## config.mk

```make
export PLATFORM = sky130hd
export DESIGN_NAME = snn_layer_sequencer
export DESIGN_NICKNAME = d
export VERILOG_FILES = /design/src/rtl/snn_layer_sequencer.sv
export SDC_FILE = /design/constraint.sdc
export NUM_CORES = 1
export LEC_CHECK = 0
export CAP_MARGIN = 40
export CORE_AREA = 2 2 211 213
export CTS_CLUSTER_DIAMETER = 100
export DETAILED_ROUTE_END_ITERATION = 10
export DIE_AREA = 0 0 213 215
export PLACE_DENSITY = 0.44
export SLEW_MARGIN = 20
export SYNTH_ARGS = -nofsm -noshare
export SYNTH_HDL_FRONTEND = slang
export SYNTH_SLANG_ARGS = --single-unit
```

## constraint.sdc

```tcl
create_clock -name clk -period 2.3 [get_ports clk]
set_clock_uncertainty 0.2 [all_clocks]
set_input_delay 0.345 -clock clk [delete_from_list [all_inputs] [get_ports clk]]
set_output_delay 0.345 -clock clk [all_outputs]
set_load 0.03 [all_outputs]
```

## src/rtl/snn_layer_sequencer.sv

```systemverilog
// Config loader, timestep sequencer and spike counter for a 3-neuron layer.
// Optional SPIKE_RASTER_EN adds raster_valid/raster_spikes taps.
module snn_layer_sequencer #(
  parameter int TICK_DIV = 16,
  parameter int CNT_W    = 8
) (
  input  logic               clk,
  input  logic               reset,
  input  logic               cfg_valid,
  input  logic [7:0]         cfg_data,
  output logic               cfg_ready,
  input  logic               start,
  input  logic [7:0]         num_steps,
  input  logic               abort,
  input  logic [2:0]         spike_in,
  output logic [71:0]        input_weights,
  output logic [31:0]        neuron_params,
  output logic               layer_enable,
  output logic               layer_reset,
  output logic               busy,
  output logic               done,
  output logic [3*CNT_W-1:0] spike_counts
`ifdef SPIKE_RASTER_EN
  ,
  output logic               raster_valid,
  output logic [2:0]         raster_spikes
`endif
);

  typedef enum logic [1:0] {
    IDLE,
    CLEAR,
    RUN,
    DONE
  } state_t;

  localparam logic [7:0]       TLAST = 8'(TICK_DIV - 1);
  localparam logic [CNT_W-1:0] CMAX  = '1;

  state_t           state;
  logic [3:0]       idx;
  logic [103:0]     staging;
  logic [103:0]     staged;
  logic [7:0]       tick;
  logic [7:0]       tick_nxt;
  logic [7:0]       step;
  logic [7:0]       steps_q;
  logic [CNT_W-1:0] cnt [3];
  logic             accept;
  logic             sample;

  assign cfg_ready    = (state == IDLE);
  assign accept       = cfg_valid && cfg_ready;
  assign sample       = (state == RUN) && (tick == 8'd1);
  assign tick_nxt     = (tick == TLAST) ? 8'd0 : tick + 8'd1;
  assign spike_counts = {cnt[2], cnt[1], cnt[0]};

`ifdef SPIKE_RASTER_EN
  assign raster_valid  = sample && !abort;
  assign raster_spikes = raster_valid ? spike_in : 3'b000;
`endif

  always_comb begin
    staged = staging;
    for (int i = 0; i < 13; i++) begin
      if (idx == 4'(i)) staged[103-8*i -: 8] = cfg_data;
    end
  end

  always_ff @(posedge clk) begin
    if (reset) begin
      state         <= IDLE;
      idx           <= '0;
      staging       <= '0;
      input_weights <= '0;
      neuron_params <= '0;
      layer_enable  <= 1'b0;
      layer_reset   <= 1'b0;
      busy          <= 1'b0;
      done          <= 1'b0;
      tick          <= '0;
      step          <= '0;
      steps_q       <= '0;
      for (int n = 0; n < 3; n++) cnt[n] <= '0;
    end else begin
      layer_enable <= 1'b0;
      layer_reset  <= 1'b0;
      done         <= 1'b0;
      if (accept) begin
        staging <= staged;
        if (idx == 4'd12) begin
          idx           <= '0;
          input_weights <= staged[103:32];
          neuron_params <= staged[31:0];
        end else begin
          idx <= idx + 4'd1;
        end
      end
      unique case (state)
        IDLE: begin
          if (start && idx == 4'd0) begin
            steps_q <= num_steps;
            if (num_steps == 8'd0) begin
              state <= DONE;
              done  <= 1'b1;
            end else begin
              state       <= CLEAR;
              layer_reset <= 1'b1;
              busy        <= 1'b1;
              tick        <= '0;
              step        <= '0;
              for (int n = 0; n < 3; n++) cnt[n] <= '0;
            end
          end
        end
        CLEAR: begin
          if (abort) begin
            state <= IDLE;
            busy  <= 1'b0;
          end else begin
            state        <= RUN;
            layer_enable <= 1'b1;
          end
        end
        RUN: begin
          if (abort) begin
            state <= IDLE;
            busy  <= 1'b0;
          end else begin
            tick         <= tick_nxt;
            layer_enable <= (tick_nxt == 8'd0);
            if (tick == 8'd0) step <= step + 8'd1;
            if (sample) begin
              for (int n = 0; n < 3; n++) begin
                if (spike_in[n] && cnt[n] != CMAX)
                  cnt[n] <= cnt[n] + 1'b1;
              end
              // step already counts the pulse this sample follows
              if (step == steps_q) begin
                state        <= DONE;
                busy         <= 1'b0;
                done         <= 1'b1;
                layer_enable <= 1'b0;
              end
            end
          end
        end
        DONE: begin
          state <= IDLE;
        end
        default: state <= IDLE;
      endcase
    end
  end

endmodule
```

After elaboration in Yosys (flattened, before gate mapping)
Memory sizes are Yosys's and may differ from the RTL's.
Index checks and enable logic that the tools add are counted.
{ "classes": {"add_sub_neg": 6, "eq_ne": 28, "mux": 78, "bitwise_logic": 6, "n_reduce_logical": 19} }
{ "op_table": {"columns": ["operator", "n"], "rows": [
  ["8-bit 2-to-1 mux", 25],
  ["8-bit by 1-bit adder with 8-bit output, second input constant", 5],
  ["1-bit 2-to-1 mux", 40],
  ["8-bit case mux with 2 select lines", 2],
  ["8-bit logical NOT", 3],
  ["8-bit inequality test, second input constant", 3],
  ["4-bit == test, second input constant", 5],
  ["4-bit by 3-bit == test with 1-bit output, second input constant", 4],
  ["2-bit 2-to-1 mux", 6],
  ["4-bit by 2-bit == test with 1-bit output, second input constant", 2],
  ["8-bit by 1-bit == test with 1-bit output, second input constant", 1],
  ["8-bit by 4-bit == test with 1-bit output, second input constant", 1],
  ["8-bit == test", 1],
  ["2-bit case mux with 4 select lines", 1],
  ["1-bit logical AND", 6],
  ["2-bit inequality test, second input constant", 3],
  ["1-bit OR", 6],
  ["6-bit AND reduction", 1],
  ["5-bit AND reduction", 1],
  ["4-bit by 1-bit adder with 4-bit output, second input constant", 1],
  ["2-bit == test, second input constant", 2],
  ["4-bit by 1-bit == test with 1-bit output, second input constant", 1],
  ["4-bit logical NOT", 1],
  ["4-bit 2-to-1 mux", 1],
  ["other kinds (12)", 15]
]} }
{ "totals": {"ff_bits": 242, "ramBits": 24, "output_inout_bits": 133, "elab_cells": 150, "memories": 1} }
{ "memory_table": {"columns": ["name", "depth", "width", "read_ports", "rd_ports_with_merged_regs", "wr", "line", "source"], "rows": [
  ["cnt", 3, 8, 3, 0, 3, "48", "logic [CNT_W-1:0] cnt [3];"]
]} }

Depth between registers and ports, before layout
Gate-level depths: netlist of the first run.
{ "logic_depth": {"word_depth": 9, "ltp_mapped": 10, "depth_no_buf": 7} }

Worst setup path after synthesis of the first run
No wires, ideal clock.
{ "synth_timing": {"path_kind": "register to register", "from": "register state[1]", "to": "register step[4]", "setup_time_ns": 0.070, "t_arrival_ns": 2.131, "slack_ns": -0.101, "stages_incl_launch_ff": 10, "path_buffers": 2, "synth_period_minus_slack_ns": 2.401, "path_cell_list": "dfxtp_1 > inv_1 > ha_1 > buf_4 > inv_1 > o21ai_0 > o211ai_2 > buf_6 > or3_1 > a21oi_1"} }
{ "synth_between": {"elab_chain_len": 3, "word_cells_on_any_way": 9} }
{ "synth_lines": {"columns": ["element", "line", "source"], "rows": [
  ["from (decl)", "40", "state_t state;"],
  ["from (signal assigned)", "72", "state <= IDLE;"],
  ["from (signal assigned)", "104", "state <= DONE;"],
  ["from (signal assigned)", "107", "state <= CLEAR;"],
  ["2-bit logical NOT *", null, null],
  ["net cfg_ready", "11", "output logic cfg_ready,"],
  ["2-bit inequality test (no source line) (tied with other cells)", null, null],
  ["5-bit AND reduction (no source line)", null, null],
  ["to (signal assigned)", "132", "if (tick == 8'd0) step <= step + 8'd1;"],
  ["to (decl)", "46", "logic [7:0] step;"]
]} }
Mark *: on every way through the listed nets, which the timed path passes. The rest lies on a longest branch.
A chain may end at the register's enable or synchronous reset.

==> impl_metrics.ini, run 1 <==
[critical_path]
cp_max_fo = 4
path_cells = clkdlybuf4s50_1
arrival_ns = 1.71
r2r_setup_slack_ns = 0.11
timing.rr.start = tick[6]
ff2ff_path_depth = 5
cp-end-kind = output pin
cp-start-kind = flip-flop
crit_buf_inv = 1
crit_type = flip-flop to output pin
crit_path_max_incr_delay_ns = 0.70
timing.rr.end = cnt[0][11]
crit_slowest_cell = clkdlybuf4s50_1
crit_family = buffers and inverters
required_ns = 1.75

[grt]
grt_pass1_wl_um = 48980
grt_pass1_vias = 8735
antenna_found_initial = 0
grt_max_degree = 73
overflow = 0
gr-usage-all-layers_pct = 13.34

[power_and_ir_drop]
power_density_nw_per_um2 = 910.0
pwr-share-seq_pct = 37.8
leakagePower_nw = 4.975
internal_power_mw = 9.398
p_comb_share_pct = 20.8
vdd_drop_max_v = 0.0006124
switchingPower_mw = 3.798
switching_share_pct = 28.78
power_mw = 13.20
clock_power_share_pct = 41.4

[floorplanning]
die_x_um = 213
core_area_um2 = 43640
fp-row-count = 77
io-pin-count = 157
dieArea_um2 = 45800
initial_core_util_pct = 23.61
die_h_um = 215

[synthesis]
synth_nets = 1280
avgSynthCellArea_um2 = 8.310
synth_area_um2 = 10300
synth_compound_area_share_pct = 14.21
async_flop_share_pct = 0
synth-simple-area-share_pct = 24.07
yosysTopAreaCell = dfxtp_1
synth_xor_area_share_pct = 2.380
ys_ff_latch = 258
synth-adder-area-share_pct = 1.943
synth_top_flop_cell = dfxtp_1
synth_top_family_by_area = simple AND/OR/NAND/NOR gates
yosysSeqAreaShare_pct = 52.45
synth_cell_types = 59
ys_top_cells_by_area = dfxtp_1 45%, nand2_1 12%, a21oi_1 11%, edfxtp_1 7.0%, nand3_1 5.8%
yosysTopAreaCellShare_pct = 45.46
synth_edf_count = 24
synth_cells = 1240
yosysWarnings = 0
synth_mux_area_share_pct = 0.8864

[placement]
io_buffers = 156
hpwl_um = 20840
place.gp.congestion = 0.7907

[timing]
period_minus_slack_ns = 2.256
worstMarginPinSlew_ns = 0.7950
hold_viol = 0
final.setup.tns_ns = 0
setup_viol = 0
rsz0062_at_grt = false
finalMaxSlewViolations = 0
whs_ns = 0.2472
min_period_over_period_pct = 98.08
relSlewSlack_pct = 47.00
fmax_mhz = 443.3

[routing]
via_count = 9144
drtIter0Drc = 432
postRouteAntennaNets = 0
drt-wirelength-per-cell_um = 15.04
drt-pass1-iter-count = 5
wirelength_um = 31180
vias_per_cell = 4.411
route.detailed.drc = 0

[clocking]
ctsLongestPathBuffers = 3
clock_latency_ns = 0.58
root_buffer = clkbuf_16
post_cts_buffers = 0
cts_tree = yes
clock-sinks = 258
cts_buffers = 31
clk_pin_slew_ns = 0.06
htreeDepth = 1

[outcome]
status = completed

[worst_hold_path]
hold_start = staging[52]
whs_path_depth = 2
hold_path_class = flip-flop to flip-flop
whs_endpoint = input_weights[20]

[cells_and_area]
area_delta_synth_final_pct = 40.71
final_common_cell = nand2_1
fin_nets = 1497
fill_cells = 4595
layout_common_cells = 342 x nand2_1, 234 x dfxtp_1, 222 x a21oi_1
antennaDiodeCount = 0
drive_gt1_share_pct = 14.85

[job]
drv_cap = 0
==> power groups by stage <==
| stage | Sequential (mW) | Clock, mW | Combinational (mW) |
|---|---|---|---|
| 2_1_floorplan | 5.30 | 0 | 1.25 |
| 3_5_place_dp | 5.08 | 0 | 2.73 |
| 6_report | 4.99 | 5.46 | 2.75 |
| 5_1_grt | 5.02 | 5.82 | 3.00 |
| 4_1_cts | 4.99 | 5.64 | 2.72 |
| 3_3_place_gp | 5.08 | 0 | 2.73 |
==> how the worst max path moves through the flow <==
| stage | startpoint | end | slack, ns | depth (start not counted) |
|---|---|---|---|---|
| after floorplan | cnt[0][0] | cnt[0][10] | 0.0001 | 7 |
| after global placement | num_steps[3] | cnt[0][8] | -0.33 | 8 |
| after detailed placement | abort | cnt[0][9] | -0.38 | 6 |
| after CTS | cnt[0][11] | spike_counts[11] | 0.002 | 1 |
| after global routing | cnt[0][11] | spike_counts[11] | 0.002 | 1 |
| final | cnt[0][11] | spike_counts[11] | 0.04 | 1 |
==> stage by stage <==
step	instance area (um^2)	instances	util, %	worst slack, ns
global placement	13270	2014	30.39	-0.3303
global route	14500	2073	33.22	0.001602
floorplan	10310	1240	-	0.0001114
CTS	14450	2073	33.11	0.002049
detailed placement	13290	2015	30.46	-0.3827
finish	14500	2073	33.22	0.04422
==> registers in the layout (all words and copies together), names as in the netlist <==
name,flops
staging,96
input_weights,72
neuron_params,32
cnt,24
step,8
steps_q,8
tick,8
idx,4
state,2
busy,1
done,1
layer_enable,1
layer_reset,1
==> per-layer routing <==
| metal | global-route usage (%) | vias up | part of all wire, % | routed length (um) |
|---|---|---|---|---|
| met1 | 17.78 | 4285 | 46 | 14350 |
| met5 | 0 | - | 0 | 0 |
| met3 | 3.171 | 43 | 5.4 | 1687 |
| li1 | - | 4639 | - | - |
| met4 | 3.030 | 0 | 2.0 | 627 |
| met2 | 21.74 | 177 | 47 | 14520 |
==> repair_timing <==
| item | 4_1_cts | 5_1_grt |
|---|---|---|
| hold buffers | 1 | 0 |
| pin swaps | 4 | 4 |
| gates resized for setup | 27 | 14 |
| endpoints found under the hold margin | 10 | 0 |
| setup endpoints to repair | 63 | 48 |
==> kinds of logic (layout without fill, tap and decap cells) <==
family | Yosys count | count (layout)
fa+ha+maj | 16 | 16
flops | 258 | 258
compound gates | 267 | 267
mux | 9 | 9
buf+inv | 101 | 342
simple gates | 561 | 561
xor+xnor | 28 | 28
==> area by class of cell <==
type	instances	area, um^2	share of cell area (%)
multi-input combinational	881	4571	31.52
sequential	258	5405	37.28
clock inverter	13	259.0	1.786
tap	592	740.7	5.108
inverter	13	48.80	0.3365
timing repair buffer	272	2582	17.81
clock buffer	44	893.4	6.161
==> synth_stat cells, drive strengths merged, types with 3 or more instances <==
library cell	count
nand2	342
ha	16
inv	13
xor2	11
mux2i	8
or2	7
dfxtp	234
buf	12
o21ai	13
a21oi	224
nand3	120
a311oi	6
xnor2	17
o2111ai	3
nor4	4
nor3	10
a211oi	4
clkbuf	76
nor2	48
edfxtp	24
or3	8
nor2b	6
nand4	3
(Power assumes the default switching activity.)
==> run 2, diff against run 1 <==
--- a/config.mk
+++ b/config.mk
@@ -8,7 +8,7 @@
 export CAP_MARGIN = 40
-export CORE_AREA = 2 2 211 213
+export CORE_AREA = 2 2 155 157
 export CTS_CLUSTER_DIAMETER = 100
 export DETAILED_ROUTE_END_ITERATION = 10
-export DIE_AREA = 0 0 213 215
-export PLACE_DENSITY = 0.44
+export DIE_AREA = 0 0 157 159
+export PLACE_DENSITY = 0.71
 export SLEW_MARGIN = 20
==> constraint.sdc (replaced) <==
create_clock -name clk -period 2.3 [get_ports clk]
set_clock_uncertainty 0.2 [all_clocks]
set_input_delay 0.46 -clock clk [delete_from_list [all_inputs] [get_ports clk]]
set_output_delay 0.46 -clock clk [all_outputs]
set_load 0.03 [all_outputs]
==> impl_metrics.ini, run 2 (synthesis results as in run 1) <==
[floorplanning]
die_x_um = 157
fp-row-count = 56
initial_core_util_pct = 44.43
io-pin-count = 157
core_area_um2 = 23190
die_h_um = 159
dieArea_um2 = 24960

[power_and_ir_drop]
p_comb_share_pct = 20.9
pwr-share-seq_pct = 40.8
power_density_nw_per_um2 = 888.2
clock_power_share_pct = 38.3
leakagePower_nw = 4.861
switching_share_pct = 28.68
internal_power_mw = 8.723
vdd_drop_max_v = 0.0006267
switchingPower_mw = 3.508

[cells_and_area]
area_delta_synth_final_pct = 33.63
fin_nets = 1469
final_common_cell = nand2_1
drive_gt1_share_pct = 13.47
reg_top3 = staging x96, input_weights x72, neuron_params x32
layout_common_cells = 336 x nand2_1, 234 x dfxtp_1, 223 x a21oi_1
largest_register = staging
fill_cells = 2095
seqCellArea_um2 = 5405
multi_input_area_um2 = 4626
largest_reg_flops = 96
fin_util_pct = 59.38

[placement]
dp_slack_ns = -0.4254
io_buffers = 156
place.gp.congestion = 0.8269
hpwl_um = 17470

[critical_path]
crit_slowest_cell = clkdlybuf4s50_1
crit_type = flip-flop to output pin
crit_family = buffers and inverters
crit_buf_inv = 1
arrival_ns = 1.62
path_cells = clkdlybuf4s50_1
required_ns = 1.64
cp-start-kind = flip-flop
cp_max_fo = 2
crit_path_max_incr_delay_ns = 0.69
cp-end-kind = output pin

[timing]
relSlewSlack_pct = 45.06
rsz0062_at_grt = true
hold_viol = 0
min_period_over_period_pct = 98.96
fmax_mhz = 439.3
worstMarginPinSlew_ns = 0.8242
setup_viol = 0
finalMaxSlewViolations = 0
period_minus_slack_ns = 2.276
setup_ws_ns = 0.02386

[clocking]
cts_buffers = 27
root_buffer = clkbuf_16
htreeDepth = 1
cts_tree = yes
ctsLongestPathBuffers = 3
clock_latency_ns = 0.54
clk_pin_slew_ns = 0.06
clock-sinks = 258

[routing]
via_count = 9205
wirelength_um = 26650
vias_per_cell = 5.206
drtIter0Drc = 598
drt-wirelength-per-cell_um = 15.08
route.detailed.drc = 0
drt-pass1-iter-count = 5
postRouteAntennaNets = 0

[job]
drv_cap = 0

[grt]
antenna_found_initial = 1
top_usage_layer = met2
overflow = 0
gr-usage-all-layers_pct = 20.88
grt_max_degree = 80
grt_use_met3_pct = 4.219
grt_pass1_wl_um = 43200
grt_use_met2_pct = 34.25
grt_util_met1_pct = 27.53
grt_pass1_vias = 8465

[worst_hold_path]
hold_path_class = input pin to flip-flop

[outcome]
status = completed
## run 2: stage by stage
stage / hold slack (ns) / TNS (ns) / instances / instance area, um^2 / total power [mW]
4_1_cts: 0.03845 / 0 / 1766 / 13640 / 12.22
6_report: 0.06607 / 0 / 1768 / 13770 / 12.23
2_1_floorplan: 0.2321 / 0 / 1240 / 10310 / 6.551
5_1_grt: 0.08224 / -0.3946 / 1767 / 13770 / 12.74
3_3_place_gp: 0.2364 / -18.80 / 1717 / 12690 / 7.553
3_5_place_dp: 0.2447 / -21.72 / 1717 / 12690 / 7.589
## run 2: cell type report
type,instances,area share (%)
Clock inverter,11,1.363
Timing Repair Buffer,248,16.90
Clock buffer,37,5.624
Tap cell,319,2.898
Antenna cell,1,0.01817
Inverter,13,0.3544
Multi-Input combinational cell,881,33.59
Sequential cell,258,39.25
## run 2: layer usage
| layer | part of all wire (%) | wire (um) |
|---|---|---|
| met1 | 44 | 11750 |
| met5 | 0 | 0 |
| met4 | 2.9 | 765 |
| met3 | 6.6 | 1754 |
| met2 | 46 | 12380 |
## run 2: final timing paths
path / from / to / slack, ns / cells after the start
max: input_weights[6] / input_weights[6] / 0.02 / 1
max reg2reg: idx[0] / step[3] / 0.10 / 8
min: reset / tick[3] / 0.07 / 3
min reg2reg: input_weights[18] / input_weights[18] / 0.25 / 2
## run 2: power by group through the flow
stage          Combinational, mW  Clock (mW)  Sequential, mW
2_1_floorplan               1.25           0            5.30
3_3_place_gp                2.47           0            5.08
3_5_place_dp                2.51           0            5.08
4_1_cts                     2.47        4.76            4.99
5_1_grt                     2.78        4.94            5.02
6_report                    2.55        4.68            4.99
## run 2: what timing repair did
action	in CTS	in global routing
resized for setup	34	26
pin swaps	1	3
hold buffers	1	0
buffers inserted	0	1
hold endpoints to repair	1	0
endpoints found under the setup margin	55	166
